==> src/rtl/vga_mem_arbiter_if.sv <==
// Request, issue and return signals shared by the video fetch path, host port,
// single-port RAM and the arbiter. Suffixes are from the arbiter's point of view.
interface vga_mem_arbiter_if #(
    parameter int AW = 17,
    parameter int DW = 16
);
    logic          blank_i;
    logic          vid_req_i;
    logic [AW-1:0] vid_addr_i;
    logic          vid_ack_o;
    logic          vid_rvalid_o;
    logic [DW-1:0] vid_rdata_o;
    logic          host_valid_i;
    logic          host_we_i;
    logic [AW-1:0] host_addr_i;
    logic [DW-1:0] host_wdata_i;
    logic          host_ready_o;
    logic          host_rvalid_o;
    logic [DW-1:0] host_rdata_o;
    logic          mem_en_o;
    logic          mem_we_o;
    logic [AW-1:0] mem_addr_o;
    logic [DW-1:0] mem_wdata_o;
    logic [DW-1:0] mem_rdata_i;

    modport slave (
        input  blank_i, vid_req_i, vid_addr_i,
        input  host_valid_i, host_we_i, host_addr_i, host_wdata_i,
        input  mem_rdata_i,
        output vid_ack_o, vid_rvalid_o, vid_rdata_o,
        output host_ready_o, host_rvalid_o, host_rdata_o,
        output mem_en_o, mem_we_o, mem_addr_o, mem_wdata_o
    );

    modport master (
        output blank_i, vid_req_i, vid_addr_i,
        output host_valid_i, host_we_i, host_addr_i, host_wdata_i,
        output mem_rdata_i,
        input  vid_ack_o, vid_rvalid_o, vid_rdata_o,
        input  host_ready_o, host_rvalid_o, host_rdata_o,
        input  mem_en_o, mem_we_o, mem_addr_o, mem_wdata_o
    );
endinterface

==> src/rtl/vga_mem_arbiter.sv <==
// Single-port video RAM arbiter: video wins during active display (with a host
// anti-starvation slot), host wins during blanking; read data routed back by tag.
module vga_mem_arbiter #(
    parameter int AW        = 17,
    parameter int DW        = 16,
    parameter int RD_LAT    = 2,
    parameter int HOST_SLOT = 8
) (
    input logic              clk_i,
    input logic              rst_i,
    vga_mem_arbiter_if.slave bus
);
    localparam int unsigned TAGS = RD_LAT + 1;
    localparam int          SW   = $clog2(HOST_SLOT);
    localparam logic [SW-1:0] STARVE_MAX = SW'(HOST_SLOT - 1);

    typedef enum logic {
        OWN_VID  = 1'b0,
        OWN_HOST = 1'b1
    } owner_e;

    typedef struct packed {
        logic   rd;
        owner_e owner;
    } tag_t;

    logic          host_gnt;
    logic          vid_gnt;
    logic [SW-1:0] starve_q, starve_d;
    tag_t          tag_d;
    tag_t          tag_q [TAGS];

    logic          mem_en_q, mem_we_q;
    logic [AW-1:0] mem_addr_q;
    logic [DW-1:0] mem_wdata_q;
    logic          vid_rvalid_q, host_rvalid_q;
    logic [DW-1:0] vid_rdata_q, host_rdata_q;

    always_comb begin
        host_gnt = bus.host_valid_i &&
                   (!bus.vid_req_i || bus.blank_i || starve_q == STARVE_MAX);
        vid_gnt  = bus.vid_req_i && !host_gnt;

        starve_d = '0;
        if (bus.host_valid_i && !host_gnt)
            starve_d = (starve_q == STARVE_MAX) ? starve_q : starve_q + 1'b1;

        tag_d.rd    = vid_gnt || (host_gnt && !bus.host_we_i);
        tag_d.owner = host_gnt ? OWN_HOST : OWN_VID;
    end

    always_ff @(posedge clk_i or posedge rst_i) begin
        if (rst_i) begin
            starve_q      <= '0;
            mem_en_q      <= 1'b0;
            mem_we_q      <= 1'b0;
            mem_addr_q    <= '0;
            mem_wdata_q   <= '0;
            vid_rvalid_q  <= 1'b0;
            host_rvalid_q <= 1'b0;
            vid_rdata_q   <= '0;
            host_rdata_q  <= '0;
            for (int unsigned i = 0; i < TAGS; i++)
                tag_q[i] <= '0;
        end else begin
            starve_q <= starve_d;
            mem_en_q <= vid_gnt || host_gnt;
            mem_we_q <= host_gnt && bus.host_we_i;
            if (vid_gnt)
                mem_addr_q <= bus.vid_addr_i;
            else if (host_gnt)
                mem_addr_q <= bus.host_addr_i;
            if (host_gnt && bus.host_we_i)
                mem_wdata_q <= bus.host_wdata_i;

            // Stage k describes the access issued k cycles ago; the last stage
            // lines up with the cycle its read data is on mem_rdata_i.
            tag_q[0] <= tag_d;
            for (int unsigned i = 1; i < TAGS; i++)
                tag_q[i] <= tag_q[i-1];

            vid_rvalid_q  <= tag_q[TAGS-1].rd && tag_q[TAGS-1].owner == OWN_VID;
            host_rvalid_q <= tag_q[TAGS-1].rd && tag_q[TAGS-1].owner == OWN_HOST;
            if (tag_q[TAGS-1].rd && tag_q[TAGS-1].owner == OWN_VID)
                vid_rdata_q <= bus.mem_rdata_i;
            if (tag_q[TAGS-1].rd && tag_q[TAGS-1].owner == OWN_HOST)
                host_rdata_q <= bus.mem_rdata_i;
        end
    end

    assign bus.vid_ack_o     = vid_gnt;
    assign bus.host_ready_o  = host_gnt;
    assign bus.mem_en_o      = mem_en_q;
    assign bus.mem_we_o      = mem_we_q;
    assign bus.mem_addr_o    = mem_addr_q;
    assign bus.mem_wdata_o   = mem_wdata_q;
    assign bus.vid_rvalid_o  = vid_rvalid_q;
    assign bus.vid_rdata_o   = vid_rdata_q;
    assign bus.host_rvalid_o = host_rvalid_q;
    assign bus.host_rdata_o  = host_rdata_q;
endmodule

==> src/flat_wrapper.sv <==
// flat-port wrapper written by rule: the top's interface ports become plain ports
module vga_mem_arbiter_flat 
#(
    parameter int AW        = 17,
    parameter int DW        = 16,
    parameter int RD_LAT    = 2,
    parameter int HOST_SLOT = 8
)
  (clk_i, rst_i, bus_blank_i, bus_vid_req_i, bus_vid_addr_i, bus_host_valid_i, bus_host_we_i, bus_host_addr_i, bus_host_wdata_i, bus_mem_rdata_i, bus_vid_ack_o, bus_vid_rvalid_o, bus_vid_rdata_o, bus_host_ready_o, bus_host_rvalid_o, bus_host_rdata_o, bus_mem_en_o, bus_mem_we_o, bus_mem_addr_o, bus_mem_wdata_o);
  vga_mem_arbiter_if #(.AW(AW), .DW(DW)) bus_i ();
  input logic clk_i;
  input logic rst_i;
  input wire logic [$bits(bus_i.blank_i)-1:0] bus_blank_i;
  input wire logic [$bits(bus_i.vid_req_i)-1:0] bus_vid_req_i;
  input wire logic [$bits(bus_i.vid_addr_i)-1:0] bus_vid_addr_i;
  input wire logic [$bits(bus_i.host_valid_i)-1:0] bus_host_valid_i;
  input wire logic [$bits(bus_i.host_we_i)-1:0] bus_host_we_i;
  input wire logic [$bits(bus_i.host_addr_i)-1:0] bus_host_addr_i;
  input wire logic [$bits(bus_i.host_wdata_i)-1:0] bus_host_wdata_i;
  input wire logic [$bits(bus_i.mem_rdata_i)-1:0] bus_mem_rdata_i;
  output wire logic [$bits(bus_i.vid_ack_o)-1:0] bus_vid_ack_o;
  output wire logic [$bits(bus_i.vid_rvalid_o)-1:0] bus_vid_rvalid_o;
  output wire logic [$bits(bus_i.vid_rdata_o)-1:0] bus_vid_rdata_o;
  output wire logic [$bits(bus_i.host_ready_o)-1:0] bus_host_ready_o;
  output wire logic [$bits(bus_i.host_rvalid_o)-1:0] bus_host_rvalid_o;
  output wire logic [$bits(bus_i.host_rdata_o)-1:0] bus_host_rdata_o;
  output wire logic [$bits(bus_i.mem_en_o)-1:0] bus_mem_en_o;
  output wire logic [$bits(bus_i.mem_we_o)-1:0] bus_mem_we_o;
  output wire logic [$bits(bus_i.mem_addr_o)-1:0] bus_mem_addr_o;
  output wire logic [$bits(bus_i.mem_wdata_o)-1:0] bus_mem_wdata_o;
  assign bus_i.blank_i = bus_blank_i;
  assign bus_i.vid_req_i = bus_vid_req_i;
  assign bus_i.vid_addr_i = bus_vid_addr_i;
  assign bus_i.host_valid_i = bus_host_valid_i;
  assign bus_i.host_we_i = bus_host_we_i;
  assign bus_i.host_addr_i = bus_host_addr_i;
  assign bus_i.host_wdata_i = bus_host_wdata_i;
  assign bus_i.mem_rdata_i = bus_mem_rdata_i;
  assign bus_vid_ack_o = bus_i.vid_ack_o;
  assign bus_vid_rvalid_o = bus_i.vid_rvalid_o;
  assign bus_vid_rdata_o = bus_i.vid_rdata_o;
  assign bus_host_ready_o = bus_i.host_ready_o;
  assign bus_host_rvalid_o = bus_i.host_rvalid_o;
  assign bus_host_rdata_o = bus_i.host_rdata_o;
  assign bus_mem_en_o = bus_i.mem_en_o;
  assign bus_mem_we_o = bus_i.mem_we_o;
  assign bus_mem_addr_o = bus_i.mem_addr_o;
  assign bus_mem_wdata_o = bus_i.mem_wdata_o;
  vga_mem_arbiter #(.AW(AW), .DW(DW), .RD_LAT(RD_LAT), .HOST_SLOT(HOST_SLOT)) u_core (.clk_i(clk_i), .rst_i(rst_i), .bus(bus_i));
endmodule
==> config.mk <==
export PLATFORM = sky130hd
export DESIGN_NAME = vga_mem_arbiter_flat
export DESIGN_NICKNAME = d
export VERILOG_FILES = /design/src/rtl/vga_mem_arbiter_if.sv /design/src/rtl/vga_mem_arbiter.sv /design/src/flat_wrapper.sv
export SDC_FILE = /design/constraint.sdc
export NUM_CORES = 1
export LEC_CHECK = 0
export ABC_CLOCK_PERIOD_IN_PS = 4400
export BUFFER_PORTS_ARGS = -buffer_cell sky130_fd_sc_hd__buf_2
export CAP_MARGIN = 20
export CORE_ASPECT_RATIO = 0.9
export CORE_MARGIN = 8
export CORE_UTILIZATION = 50
export CTS_CLUSTER_SIZE = 8
export DETAILED_ROUTE_END_ITERATION = 10
export PLACE_DENSITY = 0.93
export SLEW_MARGIN = 10
export SYNTH_ARGS = -nofsm -noshare
export SYNTH_HDL_FRONTEND = slang
export SYNTH_SLANG_ARGS = --single-unit
==> constraint.sdc <==
create_clock -name clk_i -period 4.4 [get_ports clk_i]
set_clock_uncertainty 0.05 [all_clocks]
set_input_delay 0.88 -clock clk_i [delete_from_list [all_inputs] [get_ports clk_i]]
set_output_delay 0.88 -clock clk_i [all_outputs]
set_load 0.005 [all_outputs]
==> results of run 1 <==
==> power by group <==
| group | internal [mW] | total [mW] | switching, mW |
|---|---|---|---|
| combinational | 0.195 | 0.327 | 0.132 |
| clock | 0.323 | 0.588 | 0.264 |
| sequential | 0.820 | 0.868 | 0.0480 |
| total | 1.34 | 1.78 | 0.444 |
==> worst paths after layout <==
check / depth (start not counted) / slack (ns) / startpoint / end
max: 6 / 1.02 / bus_vid_req_i / bus_vid_ack_o
min: 0 / 0.30 / u_core.tag_q[2] / u_core.tag_q[0]
max reg2reg: 6 / 2.19 / u_core.starve_q[0] / u_core.bus.mem_addr_o[10]
min reg2reg: 0 / 0.30 / u_core.tag_q[2] / u_core.tag_q[0]
max in group asynchronous: 3 / 2.83 / rst_i / u_core.bus.vid_rdata_o[13]
min in group asynchronous: 2 / 0.59 / rst_i / u_core.bus.mem_addr_o[6]
==> critical path, cell delays in order <==
cell	delay, ns
buf_2	0.37
nor3b_4	0.36
nand2b_1	0.26
buf_4	0.30
and2_1	0.16
buf_2	0.11
==> layout make-up <==
cell class / instances / area (sq um)
Sequential cell: 78 / 1950
Clock inverter: 6 / 93.8
Multi-Input combinational cell: 97 / 1060
Inverter: 4 / 16.3
Tap cell: 72 / 90.1
Timing Repair Buffer: 145 / 733
Clock buffer: 10 / 128
Fill cell: 457 / 1970
==> registers in the layout, indices dropped and copies added, names as in the netlist <==
register,cells
u_core.bus.host_rdata_o,16
u_core.bus.mem_en_o,1
u_core.bus.mem_we_o,1
u_core.starve_q,3
u_core.bus.vid_rvalid_o,1
u_core.bus.vid_rdata_o,16
u_core.bus.mem_wdata_o,16
u_core.bus.mem_addr_o,17
u_core.bus.host_rvalid_o,1
u_core.tag_q,6
==> cell families after synthesis <==
logic type,count (synthesis),synth area share [%]
simple gates,13,2.71
fa+ha+maj,2,0.808
flops,78,63.1
buf+inv,12,2.63
mux,82,30.8
==> synth_stat cells (all sizes together) <==
master | instances | area share (%)
ha | 2 | 0.81
buf | 8 | 2.1
nor2b | 1 | 0.20
nand2 | 3 | 0.36
nor2 | 4 | 0.73
mux2 | 82 | 31
inv | 4 | 0.48
nand2b | 1 | 0.20
nor3b | 1 | 0.61
dfrtp | 78 | 63
and3 | 2 | 0.40
and2 | 1 | 0.20
==> stage by stage <==
step	cells	utilization (%)	setup slack (ns)	hold slack (ns)
2_1_floorplan	187	-	1.47	0.281
3_3_place_gp	396	63.7	1.04	0.284
3_5_place_dp	396	63.7	0.981	0.286
4_1_cts	412	67.4	0.972	0.304
5_1_grt	412	67.4	0.871	0.305
6_report	412	67.4	1.02	0.300
==> metal layers <==
layer  wire length, um  GRT usage, %  up-vias
li1                  -             -      945
met1              2880          18.7     1017
met2              3250          25.5      103
met3               820          10.5        7
met4                78          4.85        0
met5                 0             0        -
==> results.py, run 1 <==
metrics = {
    "worst_setup_path": {
        "cp.arrival_ns": 2.45,
        "critPathLaunchType": "input pin",
        "required_ns": 3.47,
        "setup.worst_path.end_class": "output pin",
        "worstPathMaxFanout": 20,
        "crit_type": "in -> out",
    },
    "die": {
        "rows": 27,
        "fp.dieW_um": 98.9,
        "ios": 143,
        "start_util_pct": 51.2,
        "die-area_sq_mm": 0.00897,
        "die_h_um": 90.6,
        "core_area_sq_mm": 0.00605,
    },
    "clocking": {
        "path_clk_slew_ns": 0.08,
        "insertion_delay_ns": 0.34,
        "cts.repair.resized": 0,
        "cts_tree": "yes",
        "ctsHoldBuffers": 0,
        "cts.sinks": 78,
        "clockBufferDepth": 2,
        "cts_buffers": 9,
        "htree_num_levels": 3,
        "post-cts-setup-buffer-count": 0,
        "cts-root-buf": "clkbuf_8",
    },
    "timing": {
        "post-route-min-period_ns": 3.38,
        "rsz0062_at_grt": "false",
        "maxSlewViolCount": 0,
        "worst_pin_slew_ns": 0.797,
        "fmax_ghz": 0.296,
        "slew_headroom_pct": 46.9,
        "setup_tns_ns": 0,
        "hold_viol_final": 0,
        "setup_violations": 0,
        "period_share_pct": 76.9,
    },
    "grt": {
        "grt_overflow_total": 0,
        "grt_first_pass_wirelength_um": 11800,
        "grt_max_degree": 47,
        "antenna_found_initial": 0,
        "first_global_vias": 2373,
        "groute.usage.overall_pct": 16.7,
    },
    "routing": {
        "routed_wl_um": 7020,
        "drt_first_pass_iters": 4,
        "postRouteAntennaNets": 0,
        "via_per_inst": 5.03,
        "drc": 0,
        "vias": 2072,
        "wl_per_cell_um": 17.0,
        "drt_iter0_markers": 41,
    },
    "yosys": {
        "synth-seq-cells": 78,
        "yosysWarningCount": 0,
        "netlist_area_sq_mm": 0.00310,
        "yosysUniqueCellTypes": 17,
        "ys_seq_area_share_pct": 63.1,
        "syn_inst": 187,
        "synth_nets": 261,
        "syn_area_per_cell_sq_um": 16.6,
    },
    "outcome": {
        "status": "complete, no violations",
    },
    "power": {
        "power.total_mw": 1.78,
        "p_leak_nw": 2.05,
        "peakVddDrop_mv": 0.268,
        "powerDensity_mw_per_mm2": 437,
    },
    "cells_and_area": {
        "most-common-layout-cells": "buf_2, dfrtp_1, mux2_2",
        "area_delta_synth_final_pct": 31.6,
        "fin_area_sq_mm": 0.00408,
        "final_nets": 409,
        "diodes": 0,
        "final_common_cell": "buf_2",
        "drive_gt1_share_pct": 72.1,
    },
    "hold_path": {
        "hold_path.class": "reg -> reg",
    },
    "job": {
        "maxCapViolCount": 0,
    },
    "place": {
        "placed_area_sq_mm": 0.00385,
        "io_buffers": 142,
        "dpl.hpwl_um": 5430,
        "gp_congestion": 0.726,
    },
}
No activity file was read; power rests on OpenSTA's default activity.
==> inputs of run 2 (changes only) <==
--- a/config.mk
+++ b/config.mk
@@ -5,15 +5,15 @@
 export SDC_FILE = /design/constraint.sdc
 export NUM_CORES = 1
 export LEC_CHECK = 0
-export ABC_CLOCK_PERIOD_IN_PS = 4400
+export ABC_CLOCK_PERIOD_IN_PS = 3100
 export BUFFER_PORTS_ARGS = -buffer_cell sky130_fd_sc_hd__buf_2
 export CAP_MARGIN = 20
 export CORE_ASPECT_RATIO = 0.9
 export CORE_MARGIN = 8
-export CORE_UTILIZATION = 50
+export CORE_UTILIZATION = 42
 export CTS_CLUSTER_SIZE = 8
 export DETAILED_ROUTE_END_ITERATION = 10
-export PLACE_DENSITY = 0.93
+export PLACE_DENSITY = 0.84
 export SLEW_MARGIN = 10
 export SYNTH_ARGS = -nofsm -noshare
 export SYNTH_HDL_FRONTEND = slang
==> constraint.sdc (replaced) <==
create_clock -name clk_i -period 3.1 [get_ports clk_i]
set_clock_uncertainty 0.05 [all_clocks]
set_input_delay 0.62 -clock clk_i [delete_from_list [all_inputs] [get_ports clk_i]]
set_output_delay 0.62 -clock clk_i [all_outputs]
set_load 0.005 [all_outputs]
==> results.py, run 2 (same netlist as run 1, synthesis figures left out) <==
metrics = {
    "clocking": {
        "cts_buffers": 9,
        "post-cts-setup-buffer-count": 0,
        "cts_tree": "yes",
        "ctsHoldBuffers": 0,
        "insertion_delay_ns": 0.33,
        "cts.repair.resized": 0,
        "cts.sinks": 78,
        "cts-root-buf": "clkbuf_8",
        "clockBufferDepth": 2,
        "htree_num_levels": 3,
        "path_clk_slew_ns": 0.08,
    },
    "grt": {
        "groute.usage.overall_pct": 14.1,
        "grt_overflow_total": 0,
        "grt_first_pass_wirelength_um": 11800,
        "antenna_found_initial": 0,
        "grt_max_degree": 79,
        "first_global_vias": 2383,
    },
    "die": {
        "die-area_sq_mm": 0.0104,
        "start_util_pct": 43.5,
        "ios": 143,
        "core_area_sq_mm": 0.00711,
        "fp.dieW_um": 106,
        "rows": 29,
        "die_h_um": 97.4,
    },
    "power": {
        "clkPwrFrac_pct": 31.2,
        "cellInternalPower_mw": 1.88,
        "p_seq_share_pct": 49.9,
        "peakVddDrop_mv": 0.404,
        "power.total_mw": 2.47,
        "p_leak_nw": 2.06,
        "power_frac_comb_pct": 18.9,
        "p_switching_mw": 0.597,
        "powerDensity_mw_per_mm2": 602,
        "p_sw_share_pct": 24.1,
    },
    "worst_setup_path": {
        "required_ns": 2.43,
        "crit_path_cell_trace": "ha_1, ha_1, nor3b_4, nand2b_1, and2_1, buf_2",
        "cp.arrival_ns": 1.91,
        "crit_type": "reg -> out",
        "r2r_slack_ns": 0.94,
        "cp_slowest_stage_delay_ns": 0.40,
        "critPathLaunchType": "flip-flop",
        "critPathCapture": "bus_vid_ack_o",
        "critPathSlowestCell": "dfrtp_1",
        "cp_top_family": "simple AND/OR/NAND/NOR gates",
        "crit_cells": 6,
        "setup.worst_path.end_class": "output pin",
        "crit_start": "u_core.starve_q[0]",
        "cp_common_cell": "ha_1",
        "worstPathMaxFanout": 5,
        "rr_worst_depth": 6,
        "reg2reg_from": "u_core.starve_q[0]",
        "path_buf_inv": 1,
        "reg2reg_to": "u_core.bus.mem_addr_o[9]",
    },
    "timing": {
        "hold_viol_final": 0,
        "rsz0062_at_grt": "false",
        "setup_tns_ns": 0,
        "period_share_pct": 83.1,
        "maxSlewViolCount": 0,
        "worst_pin_slew_ns": 0.754,
        "fmax_ghz": 0.388,
        "setup_violations": 0,
        "post-route-min-period_ns": 2.58,
        "fin_hold_ws_ns": 0.294,
        "slew_headroom_pct": 49.6,
        "setup_ws_ns": 0.524,
    },
    "place": {
        "dp.cells": 418,
        "placed_area_sq_mm": 0.00390,
        "io_buffers": 142,
        "dp_slack_ns": 0.873,
        "dpl.hpwl_um": 5480,
        "gp_congestion": 0.748,
    },
    "cells_and_area": {
        "most-common-layout-cells": "buf_2, dfrtp_1, mux2_2",
        "largest_reg_flops": 17,
        "layout.cells.non_filler": 433,
        "diodes": 0,
        "fin_area_sq_mm": 0.00411,
        "fin_util_pct": 57.8,
        "final_nets": 410,
        "area_delta_synth_final_pct": 32.7,
        "final_common_cell": "buf_2",
        "fill_cells": 623,
        "multi_input_area_sq_mm": 0.00106,
        "drive_gt1_share_pct": 72.4,
        "seq_area_sq_mm": 0.00195,
    },
    "routing": {
        "via_per_inst": 4.75,
        "postRouteAntennaNets": 0,
        "drt_first_pass_iters": 4,
        "vias": 2057,
        "wl_per_cell_um": 16.5,
        "drt_iter0_markers": 47,
        "routed_wl_um": 7140,
        "drc": 0,
    },
    "job": {
        "maxCapViolCount": 0,
    },
    "outcome": {
        "status": "complete, no violations",
    },
    "hold_path": {
        "hold_path.class": "in -> async",
    },
}
-- run 2: per-layer routing --
layer,GRT usage [%],up-vias,part of all wire (%)
li1,-,949,-
met1,16.0,1000,41
met3,8.09,7,13
met5,0,-,0
met4,3.89,0,0.80
met2,22.1,101,45
-- run 2: cell type report --
class	count	area share, %
multi-input cells	97	25.9
repair buffers	146	18.3
well taps	93	2.83
flip-flops and latches	78	47.5
clock inverters	3	1.04
clock buffers	12	4.02
inverters	4	0.396
-- run 2: how the worst min path moves through the flow --
stage | startpoint | endpoint | slack [ns] | cells after the start
finish | rst_i | u_core.bus.vid_rdata_o[4] | 0.29 | 3
global route | u_core.tag_q[3] | u_core.tag_q[1] | 0.30 | 0
CTS | u_core.tag_q[3] | u_core.tag_q[1] | 0.30 | 0
detailed placement | u_core.tag_q[5] | u_core.tag_q[3] | 0.29 | 0
global placement | u_core.tag_q[3] | u_core.tag_q[1] | 0.28 | 0
floorplan | u_core.tag_q[2] | u_core.tag_q[0] | 0.28 | 0
-- run 2: power groups by stage --
| stage | logic (mW) | clock network, mW | registers [mW] |
|---|---|---|---|
| finish | 0.467 | 0.771 | 1.23 |
| global route | 0.517 | 0.842 | 1.25 |
| CTS | 0.480 | 0.806 | 1.24 |
| detailed placement | 0.481 | 0 | 1.25 |
| global placement | 0.466 | 0 | 1.24 |
| floorplan | 0.223 | 0 | 1.26 |
-- run 2: worst min-delay path, stage by stage --
cell,delay (ns)
buf_2,0.10
clkinv_2,0.05
buf_12,0.32
